==> config.mk <==
export PLATFORM = sky130hd
export DESIGN_NAME = uart_mike_rx
export DESIGN_NICKNAME = d
export VERILOG_FILES = /design/src/rtl/uart_mike_rx.sv
export SDC_FILE = /design/constraint.sdc
export NUM_CORES = 1
export LEC_CHECK = 0
export BUFFER_PORTS_ARGS = -buffer_cell sky130_fd_sc_hd__buf_2
export CAP_MARGIN = 20
export CORE_AREA = 2 2 63 65
export CTS_BUF_LIST = sky130_fd_sc_hd__clkbuf_4
export DETAILED_ROUTE_END_ITERATION = 6
export DIE_AREA = 0 0 65 67
export GPL_TIMING_DRIVEN = 0
export PLACE_DENSITY_LB_ADDON = 0.08
export SETUP_SLACK_MARGIN = 0.5
export SLEW_MARGIN = 10
export SYNTH_ARGS = -nofsm -noshare
export SYNTH_HDL_FRONTEND = slang
export SYNTH_SLANG_ARGS = --single-unit
==> constraint.sdc <==
create_clock -name clk -period 2.3 [get_ports clk]
set_clock_uncertainty 0.2 [all_clocks]
set_input_delay 0.345 -clock clk [delete_from_list [all_inputs] [get_ports clk]]
set_output_delay 0.345 -clock clk [all_outputs]
set_load 0.005 [all_outputs]
==> src/rtl/uart_mike_rx.sv <==
// ---------------------------------------------------------------------------
// uart_mike_rx
//   Serial receive datapath of the UART. The line is brought into the clock
//   domain through a 2-flop synchroniser. A falling edge starts a frame. The
//   start bit is confirmed at mid-bit. Data bits are taken LSB first at
//   mid-bit, and the stop bit is checked. A good byte is held behind a
//   sticky flag until software clears it.
//
// Ports
//   clk           in   system clock, rising edge
//   n_rst         in   asynchronous active-low reset
//   rx_in         in   serial line, idle high, asynchronous to clk
//   rx_flag_clr   in   clears rx_flag and rx_overrun
//   rx_start      out  1-cycle pulse: start bit confirmed at mid-bit
//   rx_done       out  1-cycle pulse: frame ended (good or framing error)
//   rx_data       out  last good byte, held stable while rx_flag=1
//   rx_flag       out  good byte available, sticky until rx_flag_clr
//   rx_frame_err  out  valid with rx_done: stop bit sampled 0
//   rx_overrun    out  sticky: good frame ended while rx_flag already set
// ---------------------------------------------------------------------------
module uart_mike_rx #(
  parameter int DATA_WIDTH   = 8,
  parameter int CLKS_PER_BIT = 16
) (
  input  logic                  clk,
  input  logic                  n_rst,
  input  logic                  rx_in,
  input  logic                  rx_flag_clr,
  output logic                  rx_start,
  output logic                  rx_done,
  output logic [DATA_WIDTH-1:0] rx_data,
  output logic                  rx_flag,
  output logic                  rx_frame_err,
  output logic                  rx_overrun
);

  localparam int CNT_W = $clog2(CLKS_PER_BIT);
  localparam int IDX_W = $clog2(DATA_WIDTH + 1);

  localparam logic [CNT_W-1:0] CNT_HALF = CNT_W'(CLKS_PER_BIT / 2 - 1);
  localparam logic [CNT_W-1:0] CNT_LAST = CNT_W'(CLKS_PER_BIT - 1);
  localparam logic [IDX_W-1:0] IDX_LAST = IDX_W'(DATA_WIDTH - 1);

  localparam logic [1:0] S_IDLE  = 2'd0;
  localparam logic [1:0] S_START = 2'd1;
  localparam logic [1:0] S_DATA  = 2'd2;
  localparam logic [1:0] S_STOP  = 2'd3;

  logic                  r_sync1;
  logic                  r_sync2;
  logic [1:0]            r_state;
  logic [CNT_W-1:0]      r_bit_cnt;
  logic [IDX_W-1:0]      r_bit_idx;
  logic [DATA_WIDTH-1:0] r_shreg;
  logic                  r_armed;

  logic       w_rx_s;
  logic [1:0] w_state_nxt;
  logic       w_mid_start;
  logic       w_bit_tick;
  logic       w_stop_tick;
  logic       w_good;
  logic       w_load;

  assign w_rx_s      = r_sync2;
  assign w_mid_start = (r_state == S_START) && (r_bit_cnt == CNT_HALF);
  assign w_bit_tick  = (r_bit_cnt == CNT_LAST);
  assign w_stop_tick = (r_state == S_STOP) && w_bit_tick;
  assign w_good      = w_stop_tick && w_rx_s;
  // Set wins over a coincident clear.
  assign w_load      = w_good && (!rx_flag || rx_flag_clr);

  always_comb begin
    w_state_nxt = r_state;
    case (r_state)
      // r_armed blocks a held-low line (break) from retriggering.
      S_IDLE:  if (!w_rx_s && r_armed) w_state_nxt = S_START;
      S_START: if (w_mid_start) w_state_nxt = w_rx_s ? S_IDLE : S_DATA;
      S_DATA:  if (w_bit_tick && (r_bit_idx == IDX_LAST)) w_state_nxt = S_STOP;
      S_STOP:  if (w_bit_tick) w_state_nxt = S_IDLE;
      default: w_state_nxt = S_IDLE;
    endcase
  end

  // Synchroniser, resets to line-idle.
  always_ff @(posedge clk or negedge n_rst) begin
    if (!n_rst) begin
      r_sync1 <= 1'b1;
      r_sync2 <= 1'b1;
    end else begin
      r_sync1 <= rx_in;
      r_sync2 <= r_sync1;
    end
  end

  // Frame sequencing: state, bit timing, deserialiser.
  always_ff @(posedge clk or negedge n_rst) begin
    if (!n_rst) begin
      r_state   <= S_IDLE;
      r_bit_cnt <= '0;
      r_bit_idx <= '0;
      r_shreg   <= '0;
      r_armed   <= 1'b1;
    end else begin
      r_state <= w_state_nxt;

      if ((w_state_nxt != r_state) || (r_state == S_IDLE) || w_bit_tick)
        r_bit_cnt <= '0;
      else
        r_bit_cnt <= r_bit_cnt + CNT_W'(1);

      if (w_mid_start)
        r_bit_idx <= '0;
      else if ((r_state == S_DATA) && w_bit_tick)
        r_bit_idx <= r_bit_idx + IDX_W'(1);

      if ((r_state == S_DATA) && w_bit_tick)
        r_shreg <= {w_rx_s, r_shreg[DATA_WIDTH-1:1]};

      // Re-arm only once the line has been seen high again.
      if (w_rx_s)
        r_armed <= 1'b1;
      else if (w_stop_tick)
        r_armed <= 1'b0;
    end
  end

  // Output pulses and the software-visible holding register.
  always_ff @(posedge clk or negedge n_rst) begin
    if (!n_rst) begin
      rx_start     <= 1'b0;
      rx_done      <= 1'b0;
      rx_frame_err <= 1'b0;
      rx_data      <= '0;
      rx_flag      <= 1'b0;
      rx_overrun   <= 1'b0;
    end else begin
      rx_start     <= w_mid_start && !w_rx_s;
      rx_done      <= w_stop_tick;
      rx_frame_err <= w_stop_tick && !w_rx_s;

      if (w_load) begin
        rx_data <= r_shreg;
        rx_flag <= 1'b1;
        if (rx_flag_clr) rx_overrun <= 1'b0;
      end else if (w_good) begin
        rx_overrun <= 1'b1;
      end else if (rx_flag_clr) begin
        rx_flag    <= 1'b0;
        rx_overrun <= 1'b0;
      end
    end
  end

endmodule

* After elaboration in Yosys (flattened, before gate mapping)
Index checks and enable logic that the tools add are counted.
** Word-level totals
- Word-level logic and storage cells :: 59
- Bits of input ports :: 4
- Output and inout bits :: 13
- Flip-flop bits (word level) :: 34
** Operators by class
- Add/subtract/negate cells :: 2
- Eq/ne operators :: 8
- Muxes and demuxes :: 17
- Reduce and logical (&&, ||, !) cells :: 19
** Operators by type and width (number)
- $mux 4 :: 3
- $mux 2 :: 5
- $logic_and 1x1->1 :: 9
- $add 4x1->4 const B :: 2
- $eq 4x3->1 const B :: 2
- $mux 1 :: 8
- $pmux 2 s4 :: 1
- $reduce_bool 2->1 :: 3
- $eq 2x2->1 const B :: 2
- $eq 4x4->1 const B :: 1
- $logic_or 1x1->1 :: 3
- $eq 2x1->1 const B :: 1
- $logic_not 1->1 :: 2
- $logic_not 2->1 :: 1
- $ne 2x1->1 const B :: 1
- $ne 2x2->1 :: 1
- $reduce_and 2->1 :: 1

* Logic depth before layout (Yosys ltp)
- Depth after elaboration :: 8
- Depth in mapped cells :: 5
- Gate-level depth less buffers :: 4

* Least setup slack after synthesis
Ideal clock, no wire load.
- Path type :: flip-flop to flip-flop
- From :: register r_bit_cnt[0]
- To :: register r_shreg[0]
- Arrival time :: 1.454 ns
- Slack :: 0.521 ns
- Data required time :: 1.975 ns
- Cell stages (with the launch flop) :: 6
- Cells stage by stage :: dfrtp_1 ha_1 clkbuf_2 nand4_4 nor2_2 mux2_2
** On the way
- Longest elaborated chain between the ends :: 2
** Ends and longest elaborated chain
- start: declaration :: line 52 : logic [CNT_W-1:0] r_bit_cnt;
- start signal: assignment :: line 110 : r_bit_cnt <= r_bit_cnt + CNT_W'(1);
- $eq 4x4->1 :: line 67 : assign w_bit_tick = (r_bit_cnt == CNT_LAST);
- $logic_and 1x1->1 :: line 117 : if ((r_state == S_DATA) && w_bit_tick)
- end signal: assignment :: line 118 : r_shreg <= {w_rx_s, r_shreg[DATA_WIDTH-1:1]};
- end: declaration :: line 54 : logic [DATA_WIDTH-1:0] r_shreg;
Every way passes these cells.
A chain may end at the register's enable or synchronous reset.

* Final worst setup path
- From :: register r_bit_cnt[0]
- To :: register rx_data[5]
** On the way
- Longest elaborated chain between the ends :: 4
** Ends and longest elaborated chain
- $eq 4x4->1 :: line 67
- $logic_and 1x1->1 :: line 68 : assign w_stop_tick = (r_state == S_STOP) && w_bit_tick;
- $logic_and 1x1->1 :: line 69 : assign w_good = w_stop_tick && w_rx_s;
- $logic_and 1x1->1 :: line 71 : assign w_load = w_good && (!rx_flag || rx_flag_clr);
- end signal: assignment :: line 143 : rx_data <= r_shreg;
- end: declaration :: line 31 : output logic [DATA_WIDTH-1:0] rx_data,
Every way passes these cells.

==> flow_metrics.env <==
export IMPL_outcome="completed"
export IMPL_row_count=22
export IMPL_grt_overflow=0
export IMPL_grtUsageTotal_pct=12.66
export IMPL_finalCoreUtilization_pct=47.47
export IMPL_layout_setup_ws_ns=0.5332
export IMPL_wl_um=2334
export IMPL_slew_limit_headroom_pct=51.91
export IMPL_grt_max_degree=35
export IMPL_setup_viol=0
export IMPL_synth_area_leader_cell="dfrtp_1"
export IMPL_fmax_mhz=566.0
export IMPL_path_max_fanout=8
export IMPL_slew_viol_final=0
export IMPL_synth_nets=109
export IMPL_ys_async_sr_fraction_pct=100.0
export IMPL_die_x_um=65
export IMPL_ys_flop_type="dfrtp_1"
export IMPL_clockBufferDepth=2
export IMPL_synth_area_leaders="dfrtp_1 (55%), mux2_2 (13%), dfstp_2 (5.5%)"
export IMPL_gp_routability_congestion=0.6987
export IMPL_via_per_inst=4.825
export IMPL_period_needed_ns=1.767
export IMPL_layout_cells_non_filler=183
export IMPL_clk_latency_ns=0.33
export IMPL_synth_edf_count=0
export IMPL_synth_top_area_share_pct=54.53
export IMPL_core_area_sq_um=3606
export IMPL_htreeDepth=2
export IMPL_pre_cts_slack_ns=0.2728
export IMPL_cts_tree="built"
export IMPL_seq_area_frac_synth_pct=60.07
export IMPL_power_density_nw_per_um2=780.4
export IMPL_fin_area_sq_um=1712
export IMPL_die_h_um=67
export IMPL_initial_core_util_pct=39.45
export IMPL_p_leak_uw=0.0008393
export IMPL_clk_pin_slew_ns=0.10
export IMPL_hold_viol_final=0
export IMPL_grt_pass1_vias=811
export IMPL_tightest_slew_ns=0.7214
export IMPL_synth_area_per_cell_sq_um=13.81
export IMPL_placed_cells=167
export IMPL_antenna_left=0
export IMPL_drive_gt1_share_pct=42.22
export IMPL_die_area_sq_um=4355
export IMPL_ir_worst_vdd_mv=0.4434
export IMPL_drt_pass1_iterations=2
export IMPL_drt_iter0_drc=9
export IMPL_yosysWarnings=0
export IMPL_drv_cap=0
export IMPL_post_dp_hpwl_um=1596
export IMPL_vias=883
export IMPL_cts_buffers=5
export IMPL_port_buffer_count=16
export IMPL_drc_errors=0
export IMPL_wire_per_inst_um=12.75
export IMPL_syn_area_sq_um=1423
export IMPL_cts_root_buf="clkbuf_4"
export IMPL_final_setup_tns_ns=0
export IMPL_synth_most_common_cell="dfrtp_1"
export IMPL_antenna_found_initial=0
export IMPL_synth_top_cells_by_count="dfrtp_1 (31), mux2_2 (16), nor2_1 (7)"
export IMPL_diodes=0
export IMPL_critical_path_max_stage_delay_ns=0.36
export IMPL_timing_final_crit_share_pct=76.82
export IMPL_cp_end_kind="flip-flop"
export IMPL_grt_pass1_wl_um=3960
export IMPL_area_growth_pct=20.32
export IMPL_worstHoldPathType="primary input to flip-flop"
export IMPL_critPathLaunchType="flip-flop"
export IMPL_critPathArrivalTime_ns=1.78
export IMPL_synth_cells=103
export IMPL_rsz0062_at_grt="yes"
export IMPL_synth_cell_type_count=34
export IMPL_required_ns=2.32
export IMPL_critical_path_cell_chain="ha_1, buf_6, and4_4, nand4_4, mux2_4"
export IMPL_synth_seq_cells=34
export IMPL_critPathSlowestCell="dfrtp_1"
export IMPL_post_dp_cell_area_sq_um=1563
export IMPL_fin_nets=140
export IMPL_pin_count=17
export IMPL_critPathKind="flip-flop to flip-flop"
export IMPL_clkSinkCount=34
per-stage QoR:
stage / hold slack [ns] / total power (uW)
global placement: 0.1502 / 985.2
floorplan: -0.1506 / 924.3
finish: 0.1522 / 1336
detailed placement: 0.1510 / 990.0
global route: 0.1673 / 1426
CTS: 0.1409 / 1327
flip-flops by register name (all words and copies together), names as in the netlist, 2 cells and up:
| register | cells |
|---|---|
| r_shreg | 8 |
| r_state | 2 |
| r_bit_cnt | 4 |
| rx_data | 8 |
| r_bit_idx | 4 |
critical path, delay by kind of cell, from the launching register on:
| kind | cells | cell delay [ns] |
|---|---|---|
| simple gates | 2 | 0.45 |
| fa+ha+maj | 1 | 0.16 |
| mux | 1 | 0.35 |
| buf+inv | 1 | 0.13 |
| flops | 1 | 0.36 |
placed cells by master, fill, tap and decap left out, drive strengths merged, types with 2 or more instances in the layout:
cell	count
o21ai	5
a21oi	2
xnor2	2
nand4	2
or3	2
nand4b	2
buf	24
ha	2
nor2	8
clkinv	2
clkbuf	6
dfrtp	31
dfstp	3
dlygate4sd3	3
nor3b	2
nand3	2
inv	5
mux2	16
cell families (layout without fill, tap and decap cells):
family                   after synthesis  in the layout  share of synthesized area, %
adder cells (fa/ha/maj)                2              2                         1.759
AO/OA/AOI/OAI                         15             15                         7.213
AND/OR/NAND/NOR                       24             24                         12.40
multiplexers                          17             17                         13.37
flip-flops                            34             34                         60.07
XOR/XNOR                               2              2                         1.232
buffers and inverters                  9             41                         3.958
area by class of cell:
type,count,area (sq um)
Clock inverter,3,16.27
Buffer,4,43.79
Multi-Input combinational cell,60,520.5
Sequential cell,34,854.6
Fill cell,328,1894
Clock buffer,5,37.54
Tap cell,48,60.06
Inverter,5,18.77
Timing Repair Buffer,24,160.2
power breakdown:
group / internal [uW] / switching (uW)
Sequential: 655 / 65.1
Combinational: 157 / 151
Clock: 113 / 195
Total: 925 / 411
metal layers:
layer,track usage (%),vias up,share of wire (%)
met5,0,-,0
met4,6.383,0,1.5
met3,4.730,4,4.6
met2,18.56,16,45
met1,16.34,425,49
li1,-,438,-
final timing paths:
kind | startpoint | to | slack (ns) | depth (start not counted)
setup / recovery | r_bit_cnt[0] | rx_data[5] | 0.53 | 5
hold / removal | rx_flag_clr | rx_flag | 0.15 | 3
max in group asynchronous | n_rst | r_shreg[4] | 1.04 | 2
setup reg to reg | r_bit_cnt[0] | rx_data[5] | 0.53 | 5
hold reg to reg | r_sync1 | r_sync2 | 0.16 | 0
min in group asynchronous | n_rst | r_bit_idx[2] | 0.39 | 2
what timing repair did:
| action | 4_1_cts | 5_1_grt |
|---|---|---|
| hold buffers | 3 | 0 |
| pin swaps | 2 | 2 |
| gates resized for setup | 2 | 3 |
| setup endpoints to repair | 16 | 17 |
| endpoints found under the hold margin | 33 | 0 |
| buffers inserted | 2 | 3 |
Note: power is estimated with default switching activity, not from simulation.
